**src/rtl/mem_port_arbiter.sv**
```systemverilog
// Arbitrates the single external memory port between the I-cache refill side and the
// D-side load-store path: pick owner, issue request, count read beats, complete.
module mem_port_arbiter #(
    parameter int ADDR_WIDTH = 32,
    parameter int DATA_WIDTH = 32,
    parameter int BURST_LEN  = 4,
    parameter int MAX_WAIT   = 8
) (
    input  logic                  clk,
    input  logic                  rst_n,
    input  logic                  i_flush,
    input  logic                  i_i_req,
    input  logic [ADDR_WIDTH-1:0] i_i_addr,
    output logic                  o_i_grant,
    output logic                  o_i_rdata_valid,
    output logic [DATA_WIDTH-1:0] o_i_rdata,
    output logic                  o_i_done,
    input  logic                  i_d_req,
    input  logic                  i_d_we,
    input  logic [ADDR_WIDTH-1:0] i_d_addr,
    input  logic [DATA_WIDTH-1:0] i_d_wdata,
    output logic                  o_d_grant,
    output logic                  o_d_rdata_valid,
    output logic [DATA_WIDTH-1:0] o_d_rdata,
    output logic                  o_d_done,
    output logic                  o_mem_req_valid,
    input  logic                  i_mem_req_ready,
    output logic [ADDR_WIDTH-1:0] o_mem_addr,
    output logic                  o_mem_we,
    output logic [DATA_WIDTH-1:0] o_mem_wdata,
    input  logic                  i_mem_rdata_valid,
    input  logic [DATA_WIDTH-1:0] i_mem_rdata
);
    localparam int CW = $clog2(BURST_LEN) + 1;
    localparam int WW = $clog2(MAX_WAIT + 1);
    localparam logic [CW-1:0] LAST_BEAT = CW'(BURST_LEN - 1);
    localparam logic [WW-1:0] WAIT_MAX  = WW'(MAX_WAIT);

    typedef enum logic [1:0] {IDLE, ISSUE, BURST, DRAIN} state_t;
    typedef enum logic {OWN_I, OWN_D} owner_t;

    state_t                state_q, state_d;
    owner_t                owner_q, owner_d;
    logic                  we_q, we_d;
    logic [ADDR_WIDTH-1:0] addr_q, addr_d;
    logic [DATA_WIDTH-1:0] wdata_q, wdata_d;
    logic [CW-1:0]         beat_cnt_q, beat_cnt_d;
    logic [WW-1:0]         wait_cnt_q, wait_cnt_d;

    logic d_live;
    logic d_flush;
    logic fwd;

    always_ff @(posedge clk) begin
        if (!rst_n) begin
            state_q    <= IDLE;
            owner_q    <= OWN_I;
            we_q       <= 1'b0;
            addr_q     <= '0;
            wdata_q    <= '0;
            beat_cnt_q <= '0;
            wait_cnt_q <= '0;
        end else begin
            state_q    <= state_d;
            owner_q    <= owner_d;
            we_q       <= we_d;
            addr_q     <= addr_d;
            wdata_q    <= wdata_d;
            beat_cnt_q <= beat_cnt_d;
            wait_cnt_q <= wait_cnt_d;
        end
    end

    always_comb begin
        state_d         = state_q;
        owner_d         = owner_q;
        we_d            = we_q;
        addr_d          = addr_q;
        wdata_d         = wdata_q;
        beat_cnt_d      = beat_cnt_q;
        wait_cnt_d      = wait_cnt_q;
        o_i_grant       = 1'b0;
        o_i_rdata_valid = 1'b0;
        o_i_rdata       = '0;
        o_i_done        = 1'b0;
        o_d_grant       = 1'b0;
        o_d_rdata_valid = 1'b0;
        o_d_rdata       = '0;
        o_d_done        = 1'b0;
        o_mem_req_valid = 1'b0;
        o_mem_addr      = '0;
        o_mem_we        = 1'b0;
        o_mem_wdata     = '0;
        d_live          = i_d_req && !i_flush;
        d_flush         = (owner_q == OWN_D) && i_flush;
        fwd             = 1'b0;

        unique case (state_q)
            IDLE: begin
                if (i_i_req && (wait_cnt_q == WAIT_MAX || !d_live)) begin
                    owner_d = OWN_I;
                    addr_d  = i_i_addr;
                    we_d    = 1'b0;
                    wdata_d = '0;
                    state_d = ISSUE;
                end else if (d_live) begin
                    owner_d = OWN_D;
                    addr_d  = i_d_addr;
                    we_d    = i_d_we;
                    wdata_d = i_d_we ? i_d_wdata : '0;
                    state_d = ISSUE;
                    if (i_i_req) wait_cnt_d = wait_cnt_q + 1'b1;
                end
            end
            ISSUE: begin
                // A flushed D request is withdrawn unless memory takes it this very cycle.
                if (d_flush && !i_mem_req_ready) begin
                    state_d = IDLE;
                end else begin
                    o_mem_req_valid = 1'b1;
                    o_mem_addr      = addr_q;
                    o_mem_we        = we_q;
                    o_mem_wdata     = wdata_q;
                    if (i_mem_req_ready) begin
                        beat_cnt_d = '0;
                        if (owner_q == OWN_I) begin
                            o_i_grant  = 1'b1;
                            wait_cnt_d = '0;
                            state_d    = BURST;
                        end else begin
                            o_d_grant = 1'b1;
                            if (we_q) begin
                                o_d_done = 1'b1;
                                state_d  = IDLE;
                            end else begin
                                state_d = i_flush ? DRAIN : BURST;
                            end
                        end
                    end
                end
            end
            BURST, DRAIN: begin
                fwd = (state_q == BURST) && !d_flush;
                if (state_q == BURST && d_flush) state_d = DRAIN;
                if (i_mem_rdata_valid) begin
                    beat_cnt_d = beat_cnt_q + 1'b1;
                    if (beat_cnt_q == LAST_BEAT) state_d = IDLE;
                    if (fwd && owner_q == OWN_I) begin
                        o_i_rdata_valid = 1'b1;
                        o_i_rdata       = i_mem_rdata;
                        o_i_done        = (beat_cnt_q == LAST_BEAT);
                    end else if (fwd) begin
                        o_d_rdata_valid = 1'b1;
                        o_d_rdata       = i_mem_rdata;
                        o_d_done        = (beat_cnt_q == LAST_BEAT);
                    end
                end
            end
            default: state_d = IDLE;
        endcase
    end
endmodule

```
**config.mk**
```make
export PLATFORM = sky130hd
export DESIGN_NAME = mem_port_arbiter
export DESIGN_NICKNAME = d
export VERILOG_FILES = /design/src/rtl/mem_port_arbiter.sv
export SDC_FILE = /design/constraint.sdc
export NUM_CORES = 1
export LEC_CHECK = 0
export BUFFER_PORTS_ARGS = -buffer_cell sky130_fd_sc_hd__buf_4
export CAP_MARGIN = 20
export CORE_AREA = 2 2 106 108
export CTS_BUF_LIST = sky130_fd_sc_hd__clkbuf_8
export CTS_CLUSTER_DIAMETER = 150
export DETAILED_ROUTE_END_ITERATION = 12
export DIE_AREA = 0 0 108 110
export PLACE_DENSITY_LB_ADDON = 0.08
export SETUP_SLACK_MARGIN = 0.1
export SKIP_CTS_REPAIR_TIMING = 1
export SYNTH_ARGS = -nofsm -noshare
export SYNTH_HDL_FRONTEND = slang
export SYNTH_SLANG_ARGS = --single-unit
```
**constraint.sdc**
```tcl
create_clock -name clk -period 3.2 [get_ports clk]
set_clock_uncertainty 0.1 [all_clocks]
set_input_delay 0.16 -clock clk [delete_from_list [all_inputs] [get_ports clk]]
set_output_delay 0.16 -clock clk [all_outputs]
set_load 0.02 [all_outputs]
```
==> out/metrics.csv, run 1 <==
stage;metric;value;unit
outcome;status;finished with violations;
outcome;violations;negative hold slack;
global_routing;antenna_found_initial;0;
synth;ys.warnings.count;0;
place;dp_hpwl;10.2;mm
routing;via_count;4801;
cells_and_area;nNetsFinal;940;
setup_path;crit_family;buffers and inverters;
cells_and_area;utilization;64.0;%
global_routing;grt_pass1_wl;21.3;mm
timing;worst_pin_slew;1.03;ns
timing;finalCritPeriodShare;78.0;%
cells_and_area;synthToLayoutAreaGrowth;66.0;%
place;gp_congestion;0.761;
routing;wirelength;14.7;mm
power_and_ir_drop;irDropWorstVdd;277;uV
cells_and_area;diodes;0;
die;dieArea;11900;sq um
synth;yosysUniqueCellTypes;36;
synth;synth_top_area_share;36.4;%
synth;ys_seq_area_share;36.4;%
die;initial_core_util;38.6;%
synth;synth_fa_ha_area_share;1.52;%
cells_and_area;stdcell_area;6850;sq um
routing;wl_per_cell;15.6;um
setup_path;cp_slowest_stage_delay;0.55;ns
synth;netlist_instances;511;
die;rows;38;
place;placed_cells;884;
die;core_area;10700;sq um
cts;cts_buffers;9;
setup_path;worstPathMaxFanout;68;
global_routing;grt_usage;22.4;%
power_and_ir_drop;p_leak;3.41;nW
global_routing;overflow;0;
timing;slew_viol_final;0;
timing;fin_hold_ws;-0.00325;ns
routing;first_pass_iters;4;
cts;ctsRootBufferMaster;clkbuf_8;
routing;routed_via_density;5.09;
synth;synth_nets;652;
cts;cts_tree;yes;
synth;synth-xor-area-share;0.424;%
timing;slew_headroom;31.1;%
timing;hold_viol_final;1;
power_and_ir_drop;power.density_cell_area;366;nW/um^2
timing;setup_viol;0;
die;die_h;110;um
setup_path;end_kind;flop;
synth;postSynthAreaPerCell;8.08;sq um
place;placed_area;6200;sq um
setup_path;crit_slowest_cell;dlygate4sd3_1;
synth;synth_compound_area_share;23.1;%
power_and_ir_drop;power;2.50;mW
cells_and_area;mostFrequentLayoutCells;282 x buf_4, 134 x and2_1, 75 x dfxtp_1, 68 x a21oi_1, 44 x dlygate4sd3_1;
timing;min_period;2.50;ns
setup_path;critPathKind;flop to flop;
global_routing;first_global_vias;4295;
synth;syn-cell-area;4130;sq um
synth;synthMuxAreaShare;0;%
setup_path;crit_buf_inv;2;
setup_path;worstPathCellList;nor2_1, o21a_2, buf_4, o21ai_0, a21oi_1, dlygate4sd3_1;
cts;clockBufferDepth;2;
synth;synth_top_family_by_area;simple AND/OR/NAND/NOR gates;
setup_path;start_kind;flop;
synth;yosysTopAreaCell;dfxtp_1;
cts;cts_max_level;3;
die;ioPinCount;272;
routing;post-route-drc-count;0;
place;numPortBuffers;271;
hold_path;hold_class;input port to flop;
routing;drtAntennaViolNets;0;
cells_and_area;layout_commonest_cell;buf_4;
synth;ys_ff_latch;75;
die;die_x;108;um
flow_run;drv_cap;0;
global_routing;grt_max_degree;72;
timing;rsz0062_at_grt;false;
cts;cts.sinks;75;
setup_path;critPathArrivalTime;2.69;ns
timing;fmax;0.401;GHz
cells_and_area;drive_gt1_share;38.3;%
cells_and_area;final_cells;944;
synth;synthSimpleGateAreaFrac;32.7;%
timing;fin_setup_tns;0;ns
setup_path;critPathRequiredTime;3.40;ns
cts;clk_latency;0.35;ns
routing;first_iter_violations;278;
cts;clk_pin_slew;0.09;ns
synth;synth_area_leaders;dfxtp_1 36%, and2_1 20%, a21oi_1 8.2%;
cells by family (layout without fill, tap and decap cells):
kind of cell	count (synthesis)	in the layout
DFF	75	75
buffers and inverters	52	345
and+or+nand+nor	227	227
adders and majority gates	5	5
AOI/OAI and AO/OA	150	150
xor gates and xnor gates	2	2
cell usage after synthesis:
| library cell | instances |
|---|---|
| o21ai_1 | 3 |
| nor2b_2 | 1 |
| or3_1 | 1 |
| o21ai_0 | 35 |
| xor2_1 | 1 |
| nand2_1 | 36 |
| nor2b_1 | 1 |
| a22o_1 | 1 |
| xnor2_1 | 1 |
| nand3b_1 | 1 |
| clkbuf_1 | 29 |
| nor3b_1 | 1 |
| and3_1 | 34 |
| nor2_1 | 6 |
| nand2b_1 | 2 |
| buf_6 | 4 |
| a21boi_0 | 3 |
| a32o_1 | 32 |
| nor3_2 | 1 |
| a21bo_2 | 1 |
| nor4b_4 | 1 |
| a21oi_1 | 68 |
| and2_1 | 134 |
| a21boi_2 | 1 |
| o21a_1 | 3 |
| nand4_1 | 2 |
| a31o_2 | 1 |
| nand3b_4 | 1 |
| dfxtp_1 | 75 |
| nand3_1 | 5 |
| clkbuf_2 | 5 |
| a21o_1 | 1 |
| buf_2 | 11 |
| ha_1 | 5 |
| o211a_1 | 1 |
| inv_1 | 3 |
report_power, final:
part           total [mW]  switching [mW]  internal, mW
clock network       0.766           0.375         0.391
registers            1.05          0.0429          1.01
logic               0.684           0.353         0.330
total                2.50           0.771          1.73
through the flow:
stage	hold slack, ns	worst slack [ns]
global route	0.00639	0.532
global placement	0.309	1.13
CTS	-0.0825	0.675
finish	-0.00325	0.704
floorplan	0.194	1.49
detailed placement	0.317	1.09
sequential cells by signal, indices dropped and copies added, names as in the netlist:
name and count:
addr_q 32, wdata_q 32, wait_cnt_q 4, beat_cnt_q 3, state_q 2, owner_q 1
we_q 1
worst min-delay path, stage by stage:
cell	delay [ns]
buf_4	0.08
a21oi_1	0.05
a21oi_1	0.13
final timing paths:
| kind | startpoint | to | slack (ns) | cells past startpoint |
|---|---|---|---|---|
| setup / recovery | state_q[0]$_SDFFE_PN0P_ | addr_q[17]$_SDFFE_PN0P_ | 0.70 | 6 |
| hold / removal | i_i_addr[6] | addr_q[6]$_SDFFE_PN0P_ | -0.003 | 3 |
| hold reg to reg | beat_cnt_q[1]$_SDFFE_PN0P_ | beat_cnt_q[1]$_SDFFE_PN0P_ | 0.38 | 2 |
| setup reg to reg | state_q[0]$_SDFFE_PN0P_ | addr_q[17]$_SDFFE_PN0P_ | 0.70 | 6 |
routing by layer:
metal	track usage (%)	up-vias	routed length, um
met2	38.8	223	7340
met4	8.61	0	342
met1	26.6	2213	5820
met5	0	-	0
met3	6.00	29	1190
li1	-	2336	-
final cells by class:
type | instances | area, sq um
Clock buffer | 10 | 138
Clock inverter | 6 | 72.6
Fill cell | 967 | 3850
Inverter | 3 | 11.3
Multi-Input combinational cell | 384 | 2390
Sequential cell | 75 | 1500
Tap cell | 140 | 175
Timing Repair Buffer | 326 | 2560
Power figures use the tool's default switching activity.
==> inputs of run 2 (changes only) <==
--- a/config.mk
+++ b/config.mk
@@ -5,13 +5,14 @@
 export SDC_FILE = /design/constraint.sdc
 export NUM_CORES = 1
 export LEC_CHECK = 0
+export ABC_AREA = 1
 export BUFFER_PORTS_ARGS = -buffer_cell sky130_fd_sc_hd__buf_4
 export CAP_MARGIN = 20
-export CORE_AREA = 2 2 106 108
+export CORE_MARGIN = 1.5
+export CORE_UTILIZATION = 41
 export CTS_BUF_LIST = sky130_fd_sc_hd__clkbuf_8
 export CTS_CLUSTER_DIAMETER = 150
 export DETAILED_ROUTE_END_ITERATION = 12
-export DIE_AREA = 0 0 108 110
 export PLACE_DENSITY_LB_ADDON = 0.08
 export SETUP_SLACK_MARGIN = 0.1
 export SKIP_CTS_REPAIR_TIMING = 1
==> constraint.sdc (replaced) <==
create_clock -name clk -period 2 [get_ports clk]
set_clock_uncertainty 0.1 [all_clocks]
set_input_delay 0.1 -clock clk [delete_from_list [all_inputs] [get_ports clk]]
set_output_delay 0.1 -clock clk [all_outputs]
set_load 0.02 [all_outputs]
==> out/metrics.csv, run 2 <==
stage;metric;value;unit
global_routing;overflow;0;
cts;cts_buffers;9;
timing;hold_viol_final;11;
routing;wl_per_cell;13.4;um
cts;cts.sinks;75;
die;initial_core_util;42.8;%
die;core_area;10400;sq um
place;numPortBuffers;271;
timing;min_period;1.83;ns
routing;post-route-drc-count;0;
synth;postSynthAreaPerCell;6.03;sq um
synth;ys_seq_area_share;33.7;%
synth;yosysMostFrequentCell;nand2_1;
cts;cts_tree;yes;
routing;routed_via_density;4.69;
cells_and_area;top_regs;addr_q x32, wdata_q x32, wait_cnt_q x4;
die;dieArea;11500;sq um
setup_path;critPathRequiredTime;1.80;ns
synth;synth_flop_cell;dfxtp_1;
timing;setup_viol;0;
synth;synthArstFlopShare;0;%
power_and_ir_drop;irDropWorstVdd;363;uV
global_routing;grt_max_degree;42;
synth;yosysTopAreaCell;dfxtp_1;
cts;cts_max_level;3;
hold_path;hold_class;input port to flop;
flow_run;drv_cap;0;
cts;clk_pin_slew;0.08;ns
power_and_ir_drop;sw_frac_of_total;33.0;%
cts;ctsRootBufferMaster;clkbuf_8;
synth;synth_area_leaders;dfxtp_1 34%, nand2_1 13%, inv_1 12%;
cells_and_area;drive_gt1_share;30.8;%
cells_and_area;diodes;0;
routing;drtAntennaViolNets;0;
timing;fin_hold_ws;-0.0586;ns
setup_path;start_kind;flop;
outcome;violations;negative hold slack;
cells_and_area;synthToLayoutAreaGrowth;71.6;%
synth;synth_common_cells;156 x nand2_1, 147 x inv_1, 136 x nor2_1;
place;gp_congestion;0.817;
setup_path;end_kind;output port;
setup_path;critPathKind;flop to output port;
routing;via_count;5692;
timing;slew_headroom;68.7;%
routing;wirelength;16.3;mm
cts;clockBufferDepth;2;
die;die_x;107;um
global_routing;grt_usage;23.8;%
power_and_ir_drop;seqPwrFrac;37.5;%
die;rows;37;
cells_and_area;nNetsFinal;1213;
die;ioPinCount;272;
timing;finalCritPeriodShare;91.6;%
place;dp_hpwl;10.8;mm
cts;clk_latency;0.34;ns
power_and_ir_drop;p_int;3.01;mW
outcome;status;finished with violations;
power_and_ir_drop;combPwrFrac;33.2;%
synth;ys.warnings.count;0;
routing;first_iter_violations;312;
power_and_ir_drop;power.density_cell_area;587;nW/um^2
synth;syn-cell-area;4460;sq um
synth;netlist_instances;739;
global_routing;first_global_vias;4455;
synth;yosysUniqueCellTypes;28;
setup_path;critPathArrivalTime;1.63;ns
setup_path;cp_slowest_stage_delay;0.34;ns
power_and_ir_drop;p_leak;3.99;nW
routing;first_pass_iters;4;
timing;worst_pin_slew;0.468;ns
synth;ys_ff_latch;75;
setup_path;crit_slowest_cell;dfxtp_2;
power_and_ir_drop;pwr-share-clk;29.3;%
cells_and_area;mostFrequentLayoutCells;283 x buf_4, 155 x nand2_1, 147 x inv_1, 128 x nor2_1, 82 x dlygate4sd3_1;
synth;synth_edf_count;0;
timing;slew_viol_final;0;
synth;synth_nets;880;
timing;fin_setup_tns;0;ns
die;die_h;107;um
timing;rsz0062_at_grt;false;
setup_path;worstPathMaxFanout;34;
power_and_ir_drop;p_switching;1.48;mW
synth;synth_top_area_share;33.7;%
timing;fmax;0.546;GHz
global_routing;antenna_found_initial;0;
setup_path;worstPathCellList;inv_2, nand2_1, a21oi_2, inv_1, nor2_2, nand2_2, buf_12, nor2_1, buf_4;
cells_and_area;layout_commonest_cell;buf_4;
global_routing;grt_pass1_wl;21.7;mm
==> run 2: layer usage <==
| layer | wire, um | track usage (%) |
|---|---|---|
| met5 | 0 | 0 |
| met4 | 419 | 6.29 |
| met3 | 1330 | 5.78 |
| met2 | 8380 | 44.1 |
| met1 | 6130 | 26.9 |
==> run 2: power by group through the flow <==
stage,clock network (mW),logic [mW],registers [mW]
after floorplan,0,0.823,1.70
after detailed placement,0,1.33,1.72
after global routing,1.40,1.64,1.70
after global placement,0,1.32,1.72
final,1.32,1.49,1.69
after CTS,1.34,1.33,1.68
==> run 2: through the flow <==
step | cell area (sq um) | std cells | power, mW | setup WS [ns] | util, %
2_1_floorplan | 4460 | 739 | 2.53 | 0.478 | -
3_3_place_gp | 6560 | 1113 | 3.04 | 0.382 | 62.9
3_5_place_dp | 6560 | 1113 | 3.05 | 0.351 | 62.9
4_1_cts | 6780 | 1129 | 4.36 | 0.0412 | 65.1
5_1_grt | 7640 | 1213 | 4.74 | 0.107 | 73.4
6_report | 7640 | 1213 | 4.49 | 0.167 | 73.4
==> run 2: cell type report <==
class                           instances  area [sq um]
Tap cell                              136           170
Timing Repair Buffer                  371          3060
Clock buffer                            9           124
Clock inverter                          7           100
Fill cell                             870          2770
Sequential cell                        75          1510
Multi-Input combinational cell        465          2120
Inverter                              150           563
==> run 2: worst paths after layout <==
path,startpoint,to,slack [ns],cells past startpoint
max,state_q[0]$_SDFFE_PN0P_,o_i_rdata[23],0.17,9
min,i_i_addr[7],addr_q[7]$_SDFFE_PN0P_,-0.06,5
max reg2reg,wait_cnt_q[0]$_SDFFE_PN0P_,addr_q[29]$_SDFFE_PN0P_,0.35,10
min reg2reg,beat_cnt_q[2]$_SDFFE_PN0P_,beat_cnt_q[2]$_SDFFE_PN0P_,0.37,2
==> run 2: worst max-delay path, delay by kind of cell, from the launching register on <==
family / cells / cell delay [ns]
buffers and inverters: 4 / 0.48
flip-flops: 1 / 0.34
AND/OR/NAND/NOR: 4 / 0.34
AO/OA/AOI/OAI: 1 / 0.13
==> run 2: cells by family after synthesis <==
kind of cell | after synthesis | share of synthesized area [%]
and+or+nand+nor | 377 | 35.7
buffers and inverters | 199 | 19.1
AOI/OAI and AO/OA | 81 | 9.72
DFF | 75 | 33.7
adders and majority gates | 5 | 1.40
xor gates and xnor gates | 2 | 0.393
==> inputs of run 3 (changes only) <==
--- a/config.mk
+++ b/config.mk
@@ -14,7 +14,7 @@
 export CTS_CLUSTER_DIAMETER = 150
 export DETAILED_ROUTE_END_ITERATION = 12
 export PLACE_DENSITY_LB_ADDON = 0.08
-export SETUP_SLACK_MARGIN = 0.1
+export SETUP_SLACK_MARGIN = 0.3
 export SKIP_CTS_REPAIR_TIMING = 1
 export SYNTH_ARGS = -nofsm -noshare
 export SYNTH_HDL_FRONTEND = slang
==> out/metrics.csv, run 3 (same netlist as run 2, synthesis figures left out) <==
stage;metric;value;unit
outcome;status;finished with violations;
outcome;violations;negative hold slack;
timing;setup_viol;0;
setup_path;start_kind;flop;
routing;post-route-drc-count;0;
die;initial_core_util;42.8;%
timing;fin_hold_ws;-0.0529;ns
timing;fin_setup_tns;0;ns
setup_path;critPathKind;flop to output port;
global_routing;first_global_vias;4455;
setup_path;rrSetupSlack;0.35;ns
die;ioPinCount;272;
routing;wl_per_cell;13.4;um
cts;clk_pin_slew;0.08;ns
routing;wirelength;16.3;mm
power_and_ir_drop;pwr-share-clk;29.1;%
global_routing;antenna_found_initial;0;
cells_and_area;top_regs;addr_q x32, wdata_q x32, wait_cnt_q x4;
cells_and_area;diodes;0;
routing;first_pass_iters;5;
place;gp_congestion;0.817;
setup_path;worstPathMaxFanout;34;
die;dieArea;11500;sq um
power_and_ir_drop;combPwrFrac;33.5;%
timing;worst_pin_slew;0.475;ns
timing;hold_viol_final;9;
timing;rsz0062_at_grt;true;
power_and_ir_drop;p_switching;1.49;mW
cells_and_area;drive_gt1_share;31.8;%
cells_and_area;synthToLayoutAreaGrowth;72.6;%
power_and_ir_drop;power;4.51;mW
hold_path;hold_class;input port to flop;
cts;cts.sinks;75;
die;rows;37;
setup_path;crit_slowest_cell;dfxtp_2;
die;die_h;107;um
setup_path;cp_slowest_stage_delay;0.35;ns
timing;min_period;1.80;ns
timing;finalCritPeriodShare;90.1;%
routing;first_iter_violations;308;
routing;via_count;5721;
timing;slew_headroom;68.2;%
place;dp_hpwl;10.8;mm
cts;cts_max_level;3;
setup_path;critPathArrivalTime;1.60;ns
die;die_x;107;um
setup_path;worstPathCellList;inv_4, nand2_1, a21oi_2, inv_1, nor2_2, nand2_2, buf_12, nor2_1, buf_4;
routing;routed_via_density;4.71;
cells_and_area;mostFrequentLayoutCells;283 x buf_4, 155 x nand2_1, 147 x inv_1, 118 x nor2_1, 82 x dlygate4sd3_1;
power_and_ir_drop;irDropWorstVdd;365;uV
routing;drtAntennaViolNets;0;
cells_and_area;layout_commonest_cell;buf_4;
cts;cts_buffers;9;
cells_and_area;nNetsFinal;1214;
global_routing;grt_pass1_wl;21.7;mm
timing;slew_viol_final;0;
cts;cts_tree;yes;
power_and_ir_drop;p_leak;3.99;nW
flow_run;drv_cap;0;
power_and_ir_drop;power.density_cell_area;586;nW/um^2
global_routing;grt_max_degree;42;
setup_path;end_kind;output port;
place;numPortBuffers;271;
setup_path;critPathRequiredTime;1.80;ns
timing;fmax;0.555;GHz
cts;clockBufferDepth;2;
die;core_area;10400;sq um
power_and_ir_drop;seqPwrFrac;37.4;%
cts;clk_latency;0.33;ns
power_and_ir_drop;sw_frac_of_total;33.1;%
cts;ctsRootBufferMaster;clkbuf_8;
global_routing;grt_usage;23.8;%
global_routing;overflow;0;
power_and_ir_drop;p_int;3.02;mW
==> run 3: per-layer routing <==
metal | vias up | GRT usage [%] | part of all wire (%) | wire, um
met5 | - | 0 | 0 | 0
li1 | 2903 | - | - | -
met1 | 2527 | 26.9 | 38 | 6210
met3 | 38 | 5.78 | 8.0 | 1300
met2 | 253 | 44.1 | 52 | 8440
met4 | 0 | 6.29 | 2.3 | 373
==> run 3: critical path, delay by kind of cell, from the launching register on <==
| kind | cells | cell delay [ns] |
|---|---|---|
| flip-flops | 1 | 0.35 |
| AND/OR/NAND/NOR | 4 | 0.32 |
| AO/OA/AOI/OAI | 1 | 0.12 |
| buffers and inverters | 4 | 0.46 |
==> run 3: path summary, 6_finish.rpt <==
| check | cells after the start | start | endpoint |
|---|---|---|---|
| worst max-delay path | 9 | state_q[0]$_SDFFE_PN0P_ | o_i_rdata[23] |
| worst min-delay path | 5 | i_i_addr[7] | addr_q[7]$_SDFFE_PN0P_ |
| worst max register to register | 10 | wait_cnt_q[0]$_SDFFE_PN0P_ | addr_q[29]$_SDFFE_PN0P_ |
| worst min register to register | 2 | wdata_q[0]$_SDFFE_PN0P_ | wdata_q[0]$_SDFFE_PN0P_ |
==> run 3: power groups by stage <==
stage | Clock, mW | Sequential (mW) | Combinational, mW
finish | 1.31 | 1.69 | 1.51
global route | 1.40 | 1.70 | 1.66
CTS | 1.34 | 1.68 | 1.33
detailed placement | 0 | 1.72 | 1.33
global placement | 0 | 1.72 | 1.32
floorplan | 0 | 1.70 | 0.823
==> run 3: cell type report <==
type	count	area, sq um
clock buffers	9	124
multi-input cells	465	2150
inverters	150	566
clock inverters	7	100
fillers	865	2720
repair buffers	372	3070
flip-flops and latches	75	1510
well taps	136	170
==> run 3: stage by stage <==
step,setup WS (ns),instance area (sq um),util [%],hold WS [ns],cells
6_report,0.199,7690,73.8,-0.0529,1214
5_1_grt,0.134,7690,73.8,-0.0201,1214
4_1_cts,0.0412,6780,65.1,-0.0888,1129
3_5_place_dp,0.351,6560,62.9,0.292,1113
3_3_place_gp,0.382,6560,62.9,0.288,1113
2_1_floorplan,0.478,4460,-,0.120,739
